### config.mk
export PLATFORM = sky130hd
export DESIGN_NAME = cfg_bitstream_loader
export DESIGN_NICKNAME = d
export VERILOG_FILES = /design/src/rtl/cfg_bitstream_loader.sv
export SDC_FILE = /design/constraint.sdc
export NUM_CORES = 1
export LEC_CHECK = 0
export BUFFER_PORTS_ARGS = -buffer_cell sky130_fd_sc_hd__buf_4
export CAP_MARGIN = 20
export CORE_AREA = 10 10 103 105
export DETAILED_ROUTE_END_ITERATION = 8
export DIE_AREA = 0 0 113 115
export HOLD_SLACK_MARGIN = 0.06
export PLACE_DENSITY = 0.84
export SYNTH_ARGS = -nofsm -noshare
export SYNTH_HDL_FRONTEND = slang
export SYNTH_SLANG_ARGS = --single-unit
export TNS_END_PERCENT = 5
### constraint.sdc
create_clock -name clk -period 6.65 [get_ports clk]
set_input_delay 1.33 -clock clk [delete_from_list [all_inputs] [get_ports clk]]
set_output_delay 1.33 -clock clk [all_outputs]
set_load 0.01 [all_outputs]
### src/rtl/cfg_bitstream_loader.sv
// Streams a NUM_WORDS bitstream image from synchronous ROM into the fabric config port, then waits for fabric done.
// Latency: 3 cycles/word minimum; holds bit_v_o/bit_o until bit_r_i; TIMEOUT stall cycles in SEND/WAIT_DONE -> ERROR.
module cfg_bitstream_loader #(
    parameter int WORD_W    = 77,
    parameter int NUM_WORDS = 16,
    parameter int ADDR_W    = 4,
    parameter int TIMEOUT   = 255
) (
    input  logic              clk,
    input  logic              rst,
    input  logic              start_i,
    input  logic              abort_i,
    output logic              mem_en_o,
    output logic [ADDR_W-1:0] mem_addr_o,
    input  logic [WORD_W-1:0] mem_data_i,
    output logic [WORD_W-1:0] bit_o,
    output logic              bit_v_o,
    input  logic              bit_r_i,
    input  logic              cfg_done_i,
    output logic              busy_o,
    output logic              done_o,
    output logic              err_o,
    output logic [ADDR_W:0]   words_o
);

    localparam int TMO_W = $clog2(TIMEOUT + 1);
    localparam logic [ADDR_W-1:0] LAST_IDX = ADDR_W'(NUM_WORDS - 1);
    localparam logic [TMO_W-1:0]  TMO_LAST = TMO_W'(TIMEOUT - 1);

    typedef enum logic [2:0] {
        S_IDLE, S_FETCH, S_LOAD, S_SEND, S_WAIT_DONE, S_DONE, S_ERROR
    } state_t;

    state_t            state_q;
    logic [ADDR_W-1:0] idx_q;
    logic [WORD_W-1:0] bit_q;
    logic              mem_en_q;
    logic              bit_v_q;
    logic              busy_q;
    logic              done_q;
    logic              err_q;
    logic [ADDR_W:0]   words_q;
    logic [TMO_W-1:0]  tmo_q;

    assign mem_en_o   = mem_en_q;
    assign mem_addr_o = idx_q;
    assign bit_o      = bit_q;
    assign bit_v_o    = bit_v_q;
    assign busy_o     = busy_q;
    assign done_o     = done_q;
    assign err_o      = err_q;
    assign words_o    = words_q;

    always_ff @(posedge clk or posedge rst) begin
        if (rst) begin
            state_q  <= S_IDLE;
            idx_q    <= '0;
            bit_q    <= '0;
            mem_en_q <= 1'b0;
            bit_v_q  <= 1'b0;
            busy_q   <= 1'b0;
            done_q   <= 1'b0;
            err_q    <= 1'b0;
            words_q  <= '0;
            tmo_q    <= '0;
        end else if (abort_i) begin
            // A word on the wire in the abort cycle still lands if the fabric takes it.
            if (state_q == S_SEND && bit_r_i)
                words_q <= words_q + (ADDR_W+1)'(1);
            state_q  <= S_IDLE;
            mem_en_q <= 1'b0;
            bit_v_q  <= 1'b0;
            busy_q   <= 1'b0;
            done_q   <= 1'b0;
            err_q    <= 1'b0;
            tmo_q    <= '0;
        end else begin
            case (state_q)
                S_IDLE, S_DONE, S_ERROR: begin
                    if (start_i) begin
                        state_q  <= S_FETCH;
                        idx_q    <= '0;
                        words_q  <= '0;
                        done_q   <= 1'b0;
                        err_q    <= 1'b0;
                        tmo_q    <= '0;
                        mem_en_q <= 1'b1;
                        busy_q   <= 1'b1;
                    end
                end
                S_FETCH: begin
                    state_q  <= S_LOAD;
                    mem_en_q <= 1'b0;
                    tmo_q    <= '0;
                end
                S_LOAD: begin
                    state_q <= S_SEND;
                    bit_q   <= mem_data_i;
                    bit_v_q <= 1'b1;
                    tmo_q   <= '0;
                end
                S_SEND: begin
                    if (bit_r_i) begin
                        bit_v_q <= 1'b0;
                        words_q <= words_q + (ADDR_W+1)'(1);
                        tmo_q   <= '0;
                        if (idx_q == LAST_IDX) begin
                            state_q <= S_WAIT_DONE;
                        end else begin
                            idx_q    <= idx_q + ADDR_W'(1);
                            state_q  <= S_FETCH;
                            mem_en_q <= 1'b1;
                        end
                    end else if (tmo_q == TMO_LAST) begin
                        state_q <= S_ERROR;
                        bit_v_q <= 1'b0;
                        busy_q  <= 1'b0;
                        err_q   <= 1'b1;
                        tmo_q   <= '0;
                    end else begin
                        tmo_q <= tmo_q + TMO_W'(1);
                    end
                end
                S_WAIT_DONE: begin
                    if (cfg_done_i) begin
                        state_q <= S_DONE;
                        busy_q  <= 1'b0;
                        done_q  <= 1'b1;
                        tmo_q   <= '0;
                    end else if (tmo_q == TMO_LAST) begin
                        state_q <= S_ERROR;
                        busy_q  <= 1'b0;
                        err_q   <= 1'b1;
                        tmo_q   <= '0;
                    end else begin
                        tmo_q <= tmo_q + TMO_W'(1);
                    end
                end
                default: state_q <= S_IDLE;
            endcase
        end
    end

endmodule

==> impl_metrics.yaml, run 1 <==
outcome:
  outcome: "finished, final reports clean"
route:
  vias: 3367
  drt_iter0_drc: 191
  wirelength_um: 12430
  ant_nets: 0
  routedWlPerCell_um: 19.98
  via_per_inst: 5.413
  drc: 0
  dr.pass1.iters: 4
clocking:
  h-tree-depth: 3
  cts_tree: "done"
  cts_resized: 0
  cts_hold_buffers: 0
  numCtsBuffers: 9
  postCtsSetupBuffers: 0
  clk_latency_ps: 370
  cts_root_buf: "clkbuf_8"
  cts_sinks: 102
  clock_path_buffers: 2
  clk_pin_slew_ps: 90
placement:
  placed_cell_area_mm2: 0.005732
  dp_hpwl_um: 9514
  port_buffers: 173
  gp_congestion: 0.8383
  dp_cells: 605
timing:
  drv_slew: 0
  tightestPinTransition_ps: 1016
  rsz0062_at_grt: "false"
  min_period_ps: 2765
  setup_viol: 0
  fmax_mhz: 361.6
  hold_violations: 0
  period_share_pct: 41.58
  hold_ws_ps: 490.6
  tns_ps: 0
  maxSlewHeadroom_pct: 32.24
  fin_skew_ps: 14.93
worst_setup_path:
  required_ps: 6900
  end_kind: "register"
  crit_fanout: 78
  crit_path_start_kind: "primary input"
  critPathKind: "primary input to register"
  arrival_ps: 3010
finish:
  final_nets: 596
  fin_area_mm2: 0.005942
  fin_util_pct: 69.49
  drive_gt1_share_pct: 53.50
  n_antenna_cell: 0
  layout.cells.non_filler: 622
  syn_to_final_growth_pct: 35.30
pwr:
  power_density_mw_per_mm2: 362.4
  ir_drop_v: 0.0001349
  p_leak_uw: 0.002820
flow_run:
  cap_violations: 0
global_route:
  grt_pass1_wl_um: 19110
  grt_max_degree: 90
  overflow: 0
  antenna_found_initial: 0
  grt.total_usage_pct: 18.57
  grt_pass1_vias: 3374
floorplanning:
  die_y_um: 115
  core_area_mm2: 0.008551
  num_rows: 34
  die_w_um: 113
  ios: 174
  initial_utilization_pct: 51.36
  dieArea_mm2: 0.01300
hold_path:
  hold_class: "register to register"
yosys:
  syn_area_mm2: 0.004392
  yosysUniqueCellTypes: 46
  yosysTopAreaCellShare_pct: 58.12
  yosys.area.top_type: "dfrtp_1"
  syn_nets: 429
  synth-seq-cells: 102
  syn_avg_cell_area_um2: 12.84
  syn_inst: 342
  ys_seq_area_share_pct: 58.12
  yosysWarnings: 0
  synth.area.top_cells: "dfrtp_1, mux2_2, nand2_1"
[per-stage QoR]
stage | total power, uW | setup WS [ps]
3_3_place_gp | 1773 | 3589
6_report | 2153 | 3885
4_1_cts | 2179 | 3919
2_1_floorplan | 1316 | 2645
5_1_grt | 2276 | 3811
3_5_place_dp | 1815 | 3529
[layer usage]
metal / part of all wire (%) / global-route usage (%)
met1: 41 / 21.61
met2: 50 / 31.99
met3: 7.4 / 5.938
met4: 1.3 / 5.838
met5: 0 / 0
[Yosys cell counts, drive strengths merged]
cell     instances
a21o             6
nor2b            2
buf             14
o311ai           3
o2bb2ai          5
a211o            1
nor3             1
nor2            17
mux2            77
nand4            2
a21boi           2
o21ai           15
nor4b            1
or2              4
a31oi            1
nand2           24
xor2             1
inv              6
xnor2            4
or3              2
nand3b           1
nor4bb           1
maj3             1
o211ai           2
nand2b           4
or4              2
o32a             1
and2             1
a31o             1
a221oi           1
clkbuf           5
ha               4
a2111o           1
o41ai            1
nand3            9
a211oi           2
and3b            1
or4b             1
dfrtp          102
a21oi            9
o22ai            2
and3             1
nor4             1
[flip-flops by register name, indices dropped and copies added, names as in the netlist]
| register | flops |
|---|---|
| err_o | 1 |
| bit_v_o | 1 |
| done_o | 1 |
| mem_addr_o | 4 |
| words_o | 5 |
| busy_o | 1 |
| tmo_q | 8 |
| bit_o | 77 |
| state_q | 3 |
| mem_en_o | 1 |
[worst paths after layout]
kind	start	to	slack (ps)	cells after the start
min in group asynchronous	rst	words_o[2]	870	2
min	busy_o	busy_o	490	1
max reg2reg	state_q[1]	bit_o[8]	4100	3
max	abort_i	bit_o[8]	3880	4
min reg2reg	busy_o	busy_o	490	1
max in group asynchronous	rst	bit_o[47]	4870	4
[layout by cell type, fill, tap and decap left out, types with 3 or more instances in the layout]
cell type,n
buf_4,174
dfrtp_1,102
mux2_2,77
nand2_1,24
nor2_1,17
o21ai_0,15
nand3_1,9
a21oi_1,9
clkbuf_8,9
a21o_1,6
inv_1,5
o2bb2ai_1,5
nand2b_1,4
xnor2_1,4
or2_2,4
ha_1,4
o311ai_0,3
[critical path: stages]
cell and delay [ps]:
buf_4 170, inv_1 160, and3_4 880, mux2_2 420
[where the power goes]
| group | total, uW | internal, uW | switching [uW] |
|---|---|---|---|
| Clock | 368 | 143 | 225 |
| Combinational | 817 | 469 | 348 |
| Sequential | 968 | 837 | 132 |
| Total | 2150 | 1450 | 705 |
[area by class of cell]
cell class / instances / area (um^2)
inverter: 6 / 25.02
timing repair buffer: 175 / 1334
clock buffer: 10 / 127.6
sequential: 102 / 2552
clock inverter: 6 / 55.05
multi-input combinational: 215 / 1713
fill: 614 / 2609
tap: 108 / 135.1
[cell families (layout without fill, tap and decap cells)]
kind of cell | Yosys count | count (layout) | share of synthesized area, %
adders and majority gates | 5 | 5 | 1.368
muxes | 77 | 77 | 19.74
buffers and inverters | 25 | 197 | 2.991
AOI/OAI and AO/OA | 53 | 53 | 8.348
and+or+nand+nor | 75 | 75 | 8.433
DFF | 102 | 102 | 58.12
xor gates and xnor gates | 5 | 5 | 0.9971
Power figures use the tool's default switching activity.
==> run 2, diff against run 1 <==
--- a/config.mk
+++ b/config.mk
@@ -7,11 +7,11 @@
 export LEC_CHECK = 0
 export BUFFER_PORTS_ARGS = -buffer_cell sky130_fd_sc_hd__buf_4
 export CAP_MARGIN = 20
-export CORE_AREA = 10 10 103 105
+export CORE_AREA = 10 10 106 108
 export DETAILED_ROUTE_END_ITERATION = 8
-export DIE_AREA = 0 0 113 115
+export DIE_AREA = 0 0 116 118
 export HOLD_SLACK_MARGIN = 0.06
-export PLACE_DENSITY = 0.84
+export PLACE_DENSITY = 0.79
 export SYNTH_ARGS = -nofsm -noshare
 export SYNTH_HDL_FRONTEND = slang
 export SYNTH_SLANG_ARGS = --single-unit
==> constraint.sdc (replaced) <==
create_clock -name clk -period 2.8 [get_ports clk]
set_input_delay 0.56 -clock clk [delete_from_list [all_inputs] [get_ports clk]]
set_output_delay 0.56 -clock clk [all_outputs]
set_load 0.01 [all_outputs]
==> impl_metrics.yaml, run 2 (synthesis gave the netlist of run 1 again) <==
finish:
  layout_commonest_cell: "buf_4"
  largest_reg_flops: 77
  n_antenna_cell: 0
  syn_to_final_growth_pct: 36.32
  register_area_mm2: 0.002552
  drive_gt1_share_pct: 53.68
  multiInputGateArea_mm2: 0.001709
  fill_cells: 689
  layout_common_cells: "buf_4, dfrtp_1, mux2_2, nand2_1, nor2_1"
  final_nets: 598
route:
  ant_nets: 0
  drt_iter0_drc: 213
  via_per_inst: 5.295
  wirelength_um: 11770
  dr.pass1.iters: 4
  routedWlPerCell_um: 18.78
  vias: 3320
  drc: 0
worst_setup_path:
  crit_path_start_kind: "register"
  critPathKind: "register to register"
  arrival_ps: 2400
  end_kind: "register"
  required_ps: 3030
  crit_fanout: 78
clocking:
  numCtsBuffers: 9
  postCtsSetupBuffers: 0
  h-tree-depth: 3
  clk_pin_slew_ps: 110
  cts_resized: 0
  clk_latency_ps: 360
  cts_root_buf: "clkbuf_8"
  cts_tree: "done"
  clock_path_buffers: 2
  cts_sinks: 102
  cts_hold_buffers: 0
global_route:
  grt.total_usage_pct: 16.73
  overflow: 0
  grt_pass1_vias: 3287
  antenna_found_initial: 0
  grt_max_degree: 103
  grt_pass1_wl_um: 18280
placement:
  gp_congestion: 0.8004
  port_buffers: 173
  pre_cts_slack_ps: 661.4
  dp_hpwl_um: 9157
timing:
  tightestPinTransition_ps: 605.9
  fin_skew_ps: 10.92
  setup_viol: 0
  min_period_ps: 2164
  hold_violations: 0
  tns_ps: 0
  fmax_mhz: 462.0
  setup_slack_ps: 635.7
  drv_slew: 0
  period_share_pct: 77.30
  rsz0062_at_grt: "false"
  maxSlewHeadroom_pct: 59.61
pwr:
  ir_drop_v: 0.0003071
  power_density_mw_per_mm2: 863.0
  p_leak_uw: 0.002845
floorplanning:
  core_area_mm2: 0.009109
  die_w_um: 116
  dieArea_mm2: 0.01369
  initial_utilization_pct: 48.21
  num_rows: 35
  die_y_um: 118
  ios: 174
outcome:
  outcome: "finished, final reports clean"
flow_run:
  cap_violations: 0
hold_path:
  hold_class: "primary input to asynchronous set/reset pin"
==> run 2: cell count changes in the layout (fill, tap and decap cells not counted), sizes merged <==
cell,change
buf,+2
bufinv,+1
clkinv,+1
clkinvlp,-1
inv,-1
==> run 2: metal layers <==
metal,wire length (um),GRT usage (%),vias up
li1,-,-,1561
met1,4648,19.77,1613
met2,5816,28.34,131
met3,1144,5.097,15
met4,162,4.695,0
met5,0,0,-
==> run 2: critical path, cell delays in order, from the launching register on <==
cell and delay, ps:
dfrtp_1 580, nor2b_1 420, and3_2 270, buf_12 350, mux2_2 390
==> run 2: path summary, 6_finish.rpt <==
| kind | startpoint | end | slack (ps) | cells past startpoint |
|---|---|---|---|---|
| setup / recovery | state_q[2] | bit_o[76] | 640 | 4 |
| hold / removal | rst | bit_o[6] | 350 | 3 |
| setup reg to reg | state_q[2] | bit_o[76] | 640 | 4 |
| hold reg to reg | busy_o | busy_o | 500 | 1 |
| max in group asynchronous | rst | bit_o[51] | 2050 | 3 |
| min in group clk | mem_data_i[36] | bit_o[36] | 420 | 2 |
==> run 2: report_power, final <==
| part | leakage [uW] | total [uW] | switching, uW | internal (uW) |
|---|---|---|---|---|
| clock network | 0.000104 | 952 | 520 | 431 |
| logic | 0.00149 | 1940 | 826 | 1120 |
| registers | 0.00125 | 2270 | 286 | 1990 |
==> run 2: layout make-up <==
class | instances | share of cell area [%]
Multi-Input combinational cell | 215 | 28.55
Tap cell | 111 | 2.320
Timing Repair Buffer | 177 | 22.61
Clock inverter | 6 | 1.317
Inverter | 6 | 0.4389
Clock buffer | 10 | 2.132
Sequential cell | 102 | 42.63
==> run 2: per-stage QoR <==
stage	cell area [um^2]	utilization (%)	total power, uW	hold slack (ps)	std cells
4_1_cts	5987	65.73	5244	370.0	627
3_5_place_dp	5781	63.46	4301	480.2	611
2_1_floorplan	4395	-	3125	481.0	342
3_3_place_gp	5781	63.46	4222	467.8	611
5_1_grt	5987	65.73	5481	380.9	627
6_report	5987	65.73	5167	354.8	627
==> run 3, diff against run 2 <==
==> constraint.sdc (replaced) <==
create_clock -name clk -period 2 [get_ports clk]
set_input_delay 0.4 -clock clk [delete_from_list [all_inputs] [get_ports clk]]
set_output_delay 0.4 -clock clk [all_outputs]
set_load 0.01 [all_outputs]
==> impl_metrics.yaml, run 3 (synthesis gave the netlist of run 1 again) <==
outcome:
  outcome: "finished, final reports clean"
worst_setup_path:
  path_buf_inv: 0
  critPathKind: "register to register"
  crit_chain: "xor2_1 -> or3_1 -> a21boi_4 -> or4_1 -> o211ai_1"
  end_kind: "register"
  crit_path_start_kind: "register"
  crit_fanout: 9
  reg2reg_slack_ps: 70
  slowest_stage: "or4_1"
  cp_slowest_stage_delay_ps: 520
  crit_family: "simple AND/OR/NAND/NOR gates"
  arrival_ps: 2200
  required_ps: 2260
timing:
  fin_skew_ps: 12.96
  maxSlewHeadroom_pct: 62.97
  hold_violations: 0
  min_period_ps: 1934
  tns_ps: 0
  hold_ws_ps: 154.0
  period_share_pct: 96.71
  setup_slack_ps: 65.83
  setup_viol: 0
  drv_slew: 0
  fmax_mhz: 517.0
  tightestPinTransition_ps: 555.5
floorplanning:
  num_rows: 35
  dieArea_mm2: 0.01369
  die_y_um: 118
  ios: 174
  die_w_um: 116
  initial_utilization_pct: 48.21
  core_area_mm2: 0.009109
placement:
  dp_cells: 621
  port_buffers: 173
  pre_cts_slack_ps: 84.61
  dp_hpwl_um: 9461
  gp_congestion: 0.8174
pwr:
  p_int_uw: 4837
  ir_drop_v: 0.0004361
  p_leak_uw: 0.002880
  power_density_mw_per_mm2: 1180
  power_frac_seq_pct: 44.4
  netSwitchingFraction_pct: 32.26
  p_comb_share_pct: 38.6
  p_sw_uw: 2303
  p_clk_share_pct: 17.0
finish:
  layout_common_cells: "buf_4, dfrtp_1, mux2_2, nand2_1, nor2_1"
  fin_util_pct: 66.44
  n_antenna_cell: 0
  layout.cells.non_filler: 637
  final_nets: 609
  multiInputGateArea_mm2: 0.001715
  layout_commonest_cell: "buf_4"
  register_area_mm2: 0.002556
  fill_cells: 667
  drive_gt1_share_pct: 55.51
  syn_to_final_growth_pct: 37.81
  largest_reg_flops: 77
clocking:
  clk_latency_ps: 360
  cts_sinks: 102
  h-tree-depth: 3
  clk_pin_slew_ps: 110
  cts_root_buf: "clkbuf_8"
  cts_tree: "done"
  numCtsBuffers: 9
  clock_path_buffers: 2
  cts_hold_buffers: 0
global_route:
  overflow: 0
  grt_pass1_vias: 3358
  grt_max_degree: 103
  grt_pass1_wl_um: 18460
  antenna_found_initial: 0
  grt.total_usage_pct: 16.87
route:
  dr.pass1.iters: 4
  drc: 0
  wirelength_um: 12030
  via_per_inst: 5.231
  ant_nets: 0
  routedWlPerCell_um: 18.89
  drt_iter0_drc: 221
  vias: 3332
hold_path:
  hold_class: "primary input to asynchronous set/reset pin"
flow_run:
  cap_violations: 0
run 3: through the flow:
step / total power (uW) / instance area, um^2
final: 7140 / 6052
after global routing: 7586 / 6052
after CTS: 7232 / 6035
after detailed placement: 6037 / 5856
after global placement: 5936 / 5856
after floorplan: 4375 / 4395
run 3: tightest hold or removal path, delay by kind of cell:
family,cells,cell delay (ps)
buffers and inverters,3,580
run 3: routing by layer:
layer / track usage (%) / up-vias / wire, um
li1: - / 1579 / -
met1: 19.05 / 1594 / 4728
met2: 29.05 / 146 / 5965
met3: 5.607 / 13 / 1162
met4: 5.164 / 0 / 178
met5: 0 / - / 0
run 3: repair_timing:
action | CTS | global route
resized for setup | 0 | 4
setup buffers | 0 | 1
setup endpoints to repair | 0 | 45
run 3: final timing paths:
check / start / to / cells past startpoint
setup reg to reg: state_q[1] / words_o[3] / 5
max in group asynchronous: rst / bit_o[7] / 3
setup / recovery: state_q[1] / words_o[3] / 5
min in group clk: mem_data_i[18] / bit_o[18] / 2
hold / removal: rst / bit_o[3] / 3
hold reg to reg: busy_o / busy_o / 1
run 3: layout make-up:
type,instances,area share [%]
Sequential cell,102,42.24
Multi-Input combinational cell,215,28.34
Timing Repair Buffer,188,23.73
Tap cell,111,2.295
Clock buffer,9,2.047
Clock inverter,6,0.9097
Inverter,6,0.4342
run 3: power by group through the flow:
stage	registers (uW)	logic [uW]	clock network, uW
finish	3170	2760	1210
global placement	3170	2770	0
global route	3280	2970	1340
detailed placement	3220	2820	0
CTS	3170	2820	1240
floorplan	3530	847	0
